`config.mk`:
```
export PLATFORM = sky130hd
export DESIGN_NAME = mem_port_arbiter
export DESIGN_NICKNAME = d
export VERILOG_FILES = /design/src/rtl/mem_arb_pkg.sv /design/src/rtl/arb_watchdog.sv /design/src/rtl/mem_port_arbiter.sv
export SDC_FILE = /design/constraint.sdc
export NUM_CORES = 1
export LEC_CHECK = 0
export CAP_MARGIN = 20
export CORE_MARGIN = 3
export CORE_UTILIZATION = 44
export CTS_CLUSTER_DIAMETER = 80
export DETAILED_ROUTE_END_ITERATION = 7
export HOLD_SLACK_MARGIN = 0.06
export PLACE_DENSITY = 0.86
export SLEW_MARGIN = 5
export SYNTH_ARGS = -nofsm -noshare
export SYNTH_HDL_FRONTEND = slang
export SYNTH_SLANG_ARGS = --single-unit
```
`constraint.sdc`:
```
create_clock -name clk -period 2.55 [get_ports clk]
set_input_delay 0.51 -clock clk [delete_from_list [all_inputs] [get_ports clk]]
set_output_delay 0.51 -clock clk [all_outputs]
set_load 0.05 [all_outputs]
```
`src/rtl/mem_arb_pkg.sv`:
```
// Shared types and defaults for the unified I/D memory port arbiter.
package mem_arb_pkg;

  typedef enum logic [1:0] {
    IDLE   = 2'd0,
    I_BUSY = 2'd1,
    D_BUSY = 2'd2,
    I_DROP = 2'd3
  } arb_state_t;

  localparam logic PORT_I = 1'b0;
  localparam logic PORT_D = 1'b1;

  localparam int DEF_ADDR_W  = 32;
  localparam int DEF_DATA_W  = 32;
  localparam int DEF_TIMEOUT = 255;

endpackage

```
`src/rtl/arb_watchdog.sv`:
```
// Busy-cycle counter that flags the cycle in which a memory transaction hits its time limit.
module arb_watchdog #(
  parameter int TIMEOUT = 255
) (
  input  logic clk,
  input  logic rst_n,
  input  logic i_clr,
  input  logic i_en,
  output logic o_expire
);

  localparam int                CNT_W = (TIMEOUT > 1) ? $clog2(TIMEOUT + 1) : 1;
  localparam logic [CNT_W-1:0]  LAST  = CNT_W'(TIMEOUT - 1);

  logic [CNT_W-1:0] r_cnt;

  always_ff @(posedge clk or negedge rst_n) begin
    if (!rst_n) begin
      r_cnt <= '0;
    end else if (i_clr) begin
      r_cnt <= '0;
    end else if (i_en) begin
      r_cnt <= r_cnt + 1'b1;
    end
  end

  // Expiry fires during the TIMEOUT-th busy cycle so the abort lands on that edge.
  assign o_expire = i_en & (r_cnt == LAST);

endmodule

```
`src/rtl/mem_port_arbiter.sv`:
```
// Arbitrates the fetch (I) and data (D) ports onto one single-port memory.
// Optional round-robin arbitration when ARB_RR_EN is defined; default is fixed D-over-I.
//
// state  | meaning
// IDLE   | no transaction
// I_BUSY | fetch in flight
// D_BUSY | data access in flight
// I_DROP | fetch in flight, result discarded
module mem_port_arbiter
  import mem_arb_pkg::*;
#(
  parameter int ADDR_W  = DEF_ADDR_W,
  parameter int DATA_W  = DEF_DATA_W,
  parameter int TIMEOUT = DEF_TIMEOUT
) (
  input  logic              clk,
  input  logic              rst,
  input  logic              i_req,
  input  logic [ADDR_W-1:0] i_addr,
  input  logic              i_abort,
  output logic              i_ack,
  output logic [DATA_W-1:0] i_rdata,
  input  logic              d_req,
  input  logic              d_we,
  input  logic [ADDR_W-1:0] d_addr,
  input  logic [DATA_W-1:0] d_wdata,
  output logic              d_ack,
  output logic [DATA_W-1:0] d_rdata,
  output logic              mem_req,
  output logic              mem_we,
  output logic [ADDR_W-1:0] mem_addr,
  output logic [DATA_W-1:0] mem_wdata,
  input  logic              mem_ready,
  input  logic [DATA_W-1:0] mem_rdata,
  output logic              stall_i,
  output logic              stall_d,
  output logic              bus_err
);

  arb_state_t        r_state;
  logic              w_busy;
  logic              w_i_elig;
  logic              w_d_elig;
  logic              w_grant_i;
  logic              w_grant_d;
  logic              w_grant;
  logic              w_expire;
  logic              w_done;
  logic              w_i_keep;
  logic [DATA_W-1:0] w_done_data;

  assign stall_i = i_req & ~i_ack;
  assign stall_d = d_req & ~d_ack;

  // A port that is being acked this cycle is still holding its old request.
  assign w_d_elig = d_req & ~d_ack;
  assign w_i_elig = i_req & ~i_abort & ~i_ack;

`ifdef ARB_RR_EN
  logic r_ptr;

  always_comb begin
    w_grant_i = 1'b0;
    w_grant_d = 1'b0;
    if (w_d_elig && w_i_elig) begin
      if (r_ptr == PORT_D) begin
        w_grant_i = 1'b1;
      end else begin
        w_grant_d = 1'b1;
      end
    end else begin
      w_grant_i = w_i_elig;
      w_grant_d = w_d_elig;
    end
  end

  always_ff @(posedge clk or negedge rst) begin
    if (!rst) begin
      r_ptr <= PORT_D;
    end else if (!w_busy) begin
      if (w_grant_d) begin
        r_ptr <= PORT_D;
      end else if (w_grant_i) begin
        r_ptr <= PORT_I;
      end
    end
  end
`else
  // Data side wins: the M-stage instruction is older and blocks retirement.
  assign w_grant_d = w_d_elig;
  assign w_grant_i = w_i_elig & ~w_d_elig;
`endif

  assign w_busy  = (r_state != IDLE);
  assign w_grant = ~w_busy & (w_grant_i | w_grant_d);

  generate
    if (TIMEOUT > 0) begin : g_wdog
      arb_watchdog #(
        .TIMEOUT (TIMEOUT)
      ) u_wdog (
        .clk      (clk),
        .rst_n    (rst),
        .i_clr    (w_grant),
        .i_en     (w_busy),
        .o_expire (w_expire)
      );
    end else begin : g_no_wdog
      assign w_expire = 1'b0;
    end
  endgenerate

  // mem_ready takes precedence over a coincident expiry.
  assign w_done      = mem_ready | w_expire;
  assign w_done_data = mem_ready ? mem_rdata : '0;
  assign w_i_keep    = (r_state == I_BUSY) & ~i_abort;

  always_ff @(posedge clk or negedge rst) begin
    if (!rst) begin
      r_state   <= IDLE;
      mem_req   <= 1'b0;
      mem_we    <= 1'b0;
      mem_addr  <= '0;
      mem_wdata <= '0;
      i_ack     <= 1'b0;
      d_ack     <= 1'b0;
      i_rdata   <= '0;
      d_rdata   <= '0;
      bus_err   <= 1'b0;
    end else begin
      i_ack   <= 1'b0;
      d_ack   <= 1'b0;
      bus_err <= 1'b0;
      if (!w_busy) begin
        if (w_grant_d) begin
          r_state   <= D_BUSY;
          mem_req   <= 1'b1;
          mem_we    <= d_we;
          mem_addr  <= d_addr;
          mem_wdata <= d_wdata;
        end else if (w_grant_i) begin
          r_state   <= I_BUSY;
          mem_req   <= 1'b1;
          mem_we    <= 1'b0;
          mem_addr  <= i_addr;
          mem_wdata <= '0;
        end
      end else if (w_done) begin
        r_state <= IDLE;
        mem_req <= 1'b0;
        mem_we  <= 1'b0;
        bus_err <= ~mem_ready;
        if (r_state == D_BUSY) begin
          d_ack   <= 1'b1;
          d_rdata <= w_done_data;
        end else if (w_i_keep) begin
          i_ack   <= 1'b1;
          i_rdata <= w_done_data;
        end
      end else if (r_state == I_BUSY && i_abort) begin
        r_state <= I_DROP;
      end
    end
  end

endmodule

```
# Word-level counts from Yosys, hierarchy flattened
# Cells that the tools add are included.
# totals
memories	0
latch_bits	0
out_inout_bits	135
reg_bits	143
romBits	0
ramBits	0
word_cells	72
inputBits	135
# op_classes
muxes	28
eq_ne	5
n_addsub	1
bitwise_logic	17
n_lt_le_gt_ge	0
shift	0
reduce_logical	10
n_div	0
mul	0
# ops
operator	n
$mux W32	5
$mux W1	16
$mux W8	2
$mux W2	5
$add A8 B1 Y8 const B	1
$and A1 B1 Y1	8
$eq A8 B8 Y1 const B	1
$not A1 Y1	7
$reduce_and A2 Y1	3
$reduce_bool A2 Y1	3
$reduce_and A4 Y1	1
$ne A3 B3 Y1 const B	1
$reduce_and A3 Y1	1
$reduce_bool A3 Y1	1
$eq A2 B1 Y1 const B	1
$eq A2 B2 Y1 const B	1
$ne A2 B2 Y1 const B	1
$or A1 B1 Y1	2
$logic_and A1 B1 Y1	1

# Logic depth before layout (Yosys ltp)
# logic_depth
depth_word	7
ltp_mapped	7
depth_no_buf	6

# Hierarchy
# Synthesis repeated with hierarchy kept, for this count alone.
# hier_totals
cells_unflattened	498
area_unflattened_um2	6222.2
# modules_own_cells
module	seq_area_each_um2	area_each_um2	n_inst	cells_each
mem_port_arbiter	3378.2	5810.6	1	457
arb_watchdog	200.2	411.6	1	41

# Worst setup path after synthesis
# No wires, ideal clock.
# synth_timing
kind	register to output
startpoint	reg d_ack
endpoint	out stall_d
required_time_ns	2.040
path_stages_with_launch	5
t_arrival_ns	1.499
path_slack_ns	0.541
n_path_buf	2
cell_sequence	dfrtp_1 nand2b_1 buf_2 buf_2 inv_1
# synth_between
elab_chain_len	2
# synth_rtl
element	line_no	source
start: declaration	mem_port_arbiter.sv:27	output logic d_ack,
start signal: assignment	mem_port_arbiter.sv:126	d_ack <= 1'b0;
start signal: assignment	mem_port_arbiter.sv:132	d_ack <= 1'b0;
start signal: assignment	mem_port_arbiter.sv:154	d_ack <= 1'b1;
$not A1 Y1	mem_port_arbiter.sv:53	assign stall_d = d_req & ~d_ack;
$and A1 B1 Y1	mem_port_arbiter.sv:53	
end: declaration	mem_port_arbiter.sv:36	output logic stall_d,
# No other way between the ends.

# Worst setup path in the final report
# layout_timing
startpoint	reg mem_addr[6]
endpoint	out mem_addr[6]
# layout_rtl
element	line_no	source
start: declaration	mem_port_arbiter.sv:31	output logic [ADDR_W-1:0] mem_addr,
start signal: assignment	mem_port_arbiter.sv:139	mem_addr <= d_addr;
start signal: assignment	mem_port_arbiter.sv:145	mem_addr <= i_addr;
# No word-level cell between the ends.

==> results.yml <==
sta:
  hold_viol: 0
  drv_slew: 0
  post-route-min-period_ps: 2150
  slew_headroom: 0.600
  rsz0062_at_grt: "false"
  finalClockSkew_ps: 9.46
  tightest_slew_ps: 598
  finalCritPeriodShare: 0.845
  hold_ws_ps: 475
  final.setup.tns_ps: 0
  setup_viol: 0
  fmax_mhz: 464
global_routing:
  grt_max_degree: 97
  grt_usage: 0.255
  grt_overflow: 0
  antenna_found_initial: 0
  grt_pass1_vias: 5063
  grt_pass1_wl_mm: 27.9
synthesis:
  synth_area_leaders: "dfrtp_1 63%, a32o_1 11%, mux2i_1 5.7%"
  ys.flop_type: "dfrtp_1"
  synth-async-reset-ratio: 1.00
  postSynthCellCount: 438
  synth_most_common_cell: "dfrtp_1"
  synth_area_mm2: 0.00565
  syn_nets: 575
  synth_common_cells: "143 x dfrtp_1, 64 x a32o_1, 39 x nand2_1, 39 x o21ai_0"
  ys_seq_area_frac: 0.634
  yosysWarningCount: 0
  synthDominantCellAreaShare: 0.634
  syn_area_per_cell_um2: 12.9
  synth_edf_count: 0
  synth_top_area_cell: "dfrtp_1"
  yosys_register_bits: 143
  synth_cell_types: 33
drt:
  postRouteAntennaNets: 0
  vias_per_cell: 5.54
  totalWireLength_mm: 17.9
  drc: 0
  first_iter_violations: 453
  drt_first_pass_iters: 6
  routedWlPerCell_um: 20.3
  vias: 4875
critical_path:
  slowest_delay_ps: 870
  critPathSlowestCell: "clkdlybuf4s50_1"
  cp.arrival_ps: 1640
  crit_buf_inv: 1
  cp_cell_sequence: "clkdlybuf4s50_1"
  critPathRequiredTime_ps: 2040
  crit_path_end_kind: "output port"
  crit_fanout: 2
  critPathTopFamily: "buffers and inverters"
  start_kind: "flip-flop"
  path_class: "flip-flop to output port"
clocking:
  cts.path.max_buffers: 2
  cts.sinks: 143
  cts_tree: "yes"
  clockRootBuffer: "clkbuf_16"
  clk_pin_slew_ps: 60
  htree_num_levels: 4
  cts-buffers-inserted: 17
  clk_latency_ps: 420
  cts_resized: 0
  post_cts_buffers: 0
  cts_hold_buf: 1
die:
  initial_utilization: 0.461
  dieArea_mm2: 0.0142
  coreArea_mm2: 0.0123
  die_y_um: 119
  rows: 40
  die_x_um: 119
  pin_count: 270
placement:
  place_hpwl_mm: 12.7
  portBuffers: 269
  dp_cells: 847
  placed_area_mm2: 0.00851
  routabilityCongestion: 0.787
finish:
  utilization: 0.748
  instances_no_fill: 880
  layout-drive-gt1-share: 0.0772
  design_area_mm2: 0.00917
  fin_nets: 836
  syn2layout_area_growth_pct: 62.3
  num_antenna_cells: 0
power_and_ir_drop:
  ir_drop_v: 0.000887
  leakagePower_nw: 3.97
  p_per_area_mw_per_mm2: 1560
min_path:
  hold_path_class: "flip-flop to flip-flop"
status:
  status: "finished clean"
flow_run:
  maxCapViolCount: 0
-- routing by layer --
metal,global-route usage,up-vias,wire [um],share of wire
li1,-,2204,-,-
met1,0.300,2446,6830,0.38
met2,0.441,190,9620,0.54
met3,0.0741,35,890,0.050
met4,0.0952,0,548,0.031
met5,0,-,0,0
-- power by group --
| group | total, mW | switching (mW) | internal, mW |
|---|---|---|---|
| registers | 3.96 | 0.654 | 3.30 |
| logic | 7.69 | 5.06 | 2.63 |
| clock network | 2.68 | 0.919 | 1.76 |
| total | 14.3 | 6.63 | 7.70 |
-- layout by cell type (no fill, tap or decap), types with 3 or more instances in the layout --
| master | Yosys | final |
|---|---|---|
| nand3_1 | 4 | 4 |
| a21oi_1 | 3 | 3 |
| mux2i_1 | 32 | 32 |
| nand2_1 | 39 | 39 |
| bufinv_16 | 0 | 4 |
| buf_12 | 0 | 3 |
| clkinv_2 | 0 | 4 |
| clkbuf_16 | 0 | 17 |
| a31oi_1 | 4 | 4 |
| dfrtp_1 | 143 | 143 |
| o21ai_1 | 5 | 3 |
| nand4_1 | 3 | 3 |
| clkdlybuf4s50_1 | 0 | 265 |
| inv_1 | 5 | 5 |
| o21ai_0 | 39 | 39 |
| buf_4 | 0 | 11 |
| a22o_1 | 32 | 32 |
| a32o_1 | 64 | 64 |
| clkbuf_8 | 0 | 5 |
-- sequential cells by signal, summed over array words and instances (netlist names), 2 cells and up --
signal	flops
mem_addr	32
g_wdog.u_wdog.r_cnt	8
i_rdata	32
d_rdata	32
r_state	2
mem_wdata	32
-- layout make-up --
cell class / count / area (um^2)
flip-flops and latches: 143 / 3580
fillers: 769 / 3100
repair buffers: 282 / 2820
multi-input cells: 250 / 1890
clock buffers: 22 / 494
well taps: 168 / 210
clock inverters: 10 / 156
inverters: 5 / 18.8
-- stage by stage --
stage,setup slack [ps],power [mW]
after floorplan,541,8.77
after detailed placement,253,11.7
final,396,14.3
after global routing,346,14.9
after global placement,287,11.5
after CTS,370,14.4
-- kinds of logic after synthesis --
| family | after synthesis | share of synthesized area |
|---|---|---|
| compound gates | 156 | 0.221 |
| flops | 143 | 0.634 |
| simple gates | 60 | 0.0481 |
| buf+inv | 45 | 0.0363 |
| mux | 32 | 0.0567 |
| fa+ha+maj | 2 | 0.00443 |
-- final timing paths --
path | start | end | slack, ps | cells past startpoint
min | mem_addr[5] | mem_addr[5] | 470 | 2
max | mem_addr[6] | mem_addr[6] | 400 | 1
min reg2reg | mem_addr[5] | mem_addr[5] | 470 | 2
min in group asynchronous | rst | mem_wdata[24] | 630 | 2
max reg2reg | g_wdog.u_wdog.r_cnt[0] | i_rdata[17] | 640 | 7
max in group asynchronous | rst | mem_wdata[8] | 1200 | 3
-- worst reg2reg max path, stage by stage, from the launching register on --
cell and delay [ps]:
dfrtp_1 460, inv_1 90, ha_1 140, nand3_1 110
nor3_1 340, o21ai_2 100, buf_4 270, a32o_1 290
Power figures use the tool's default switching activity.
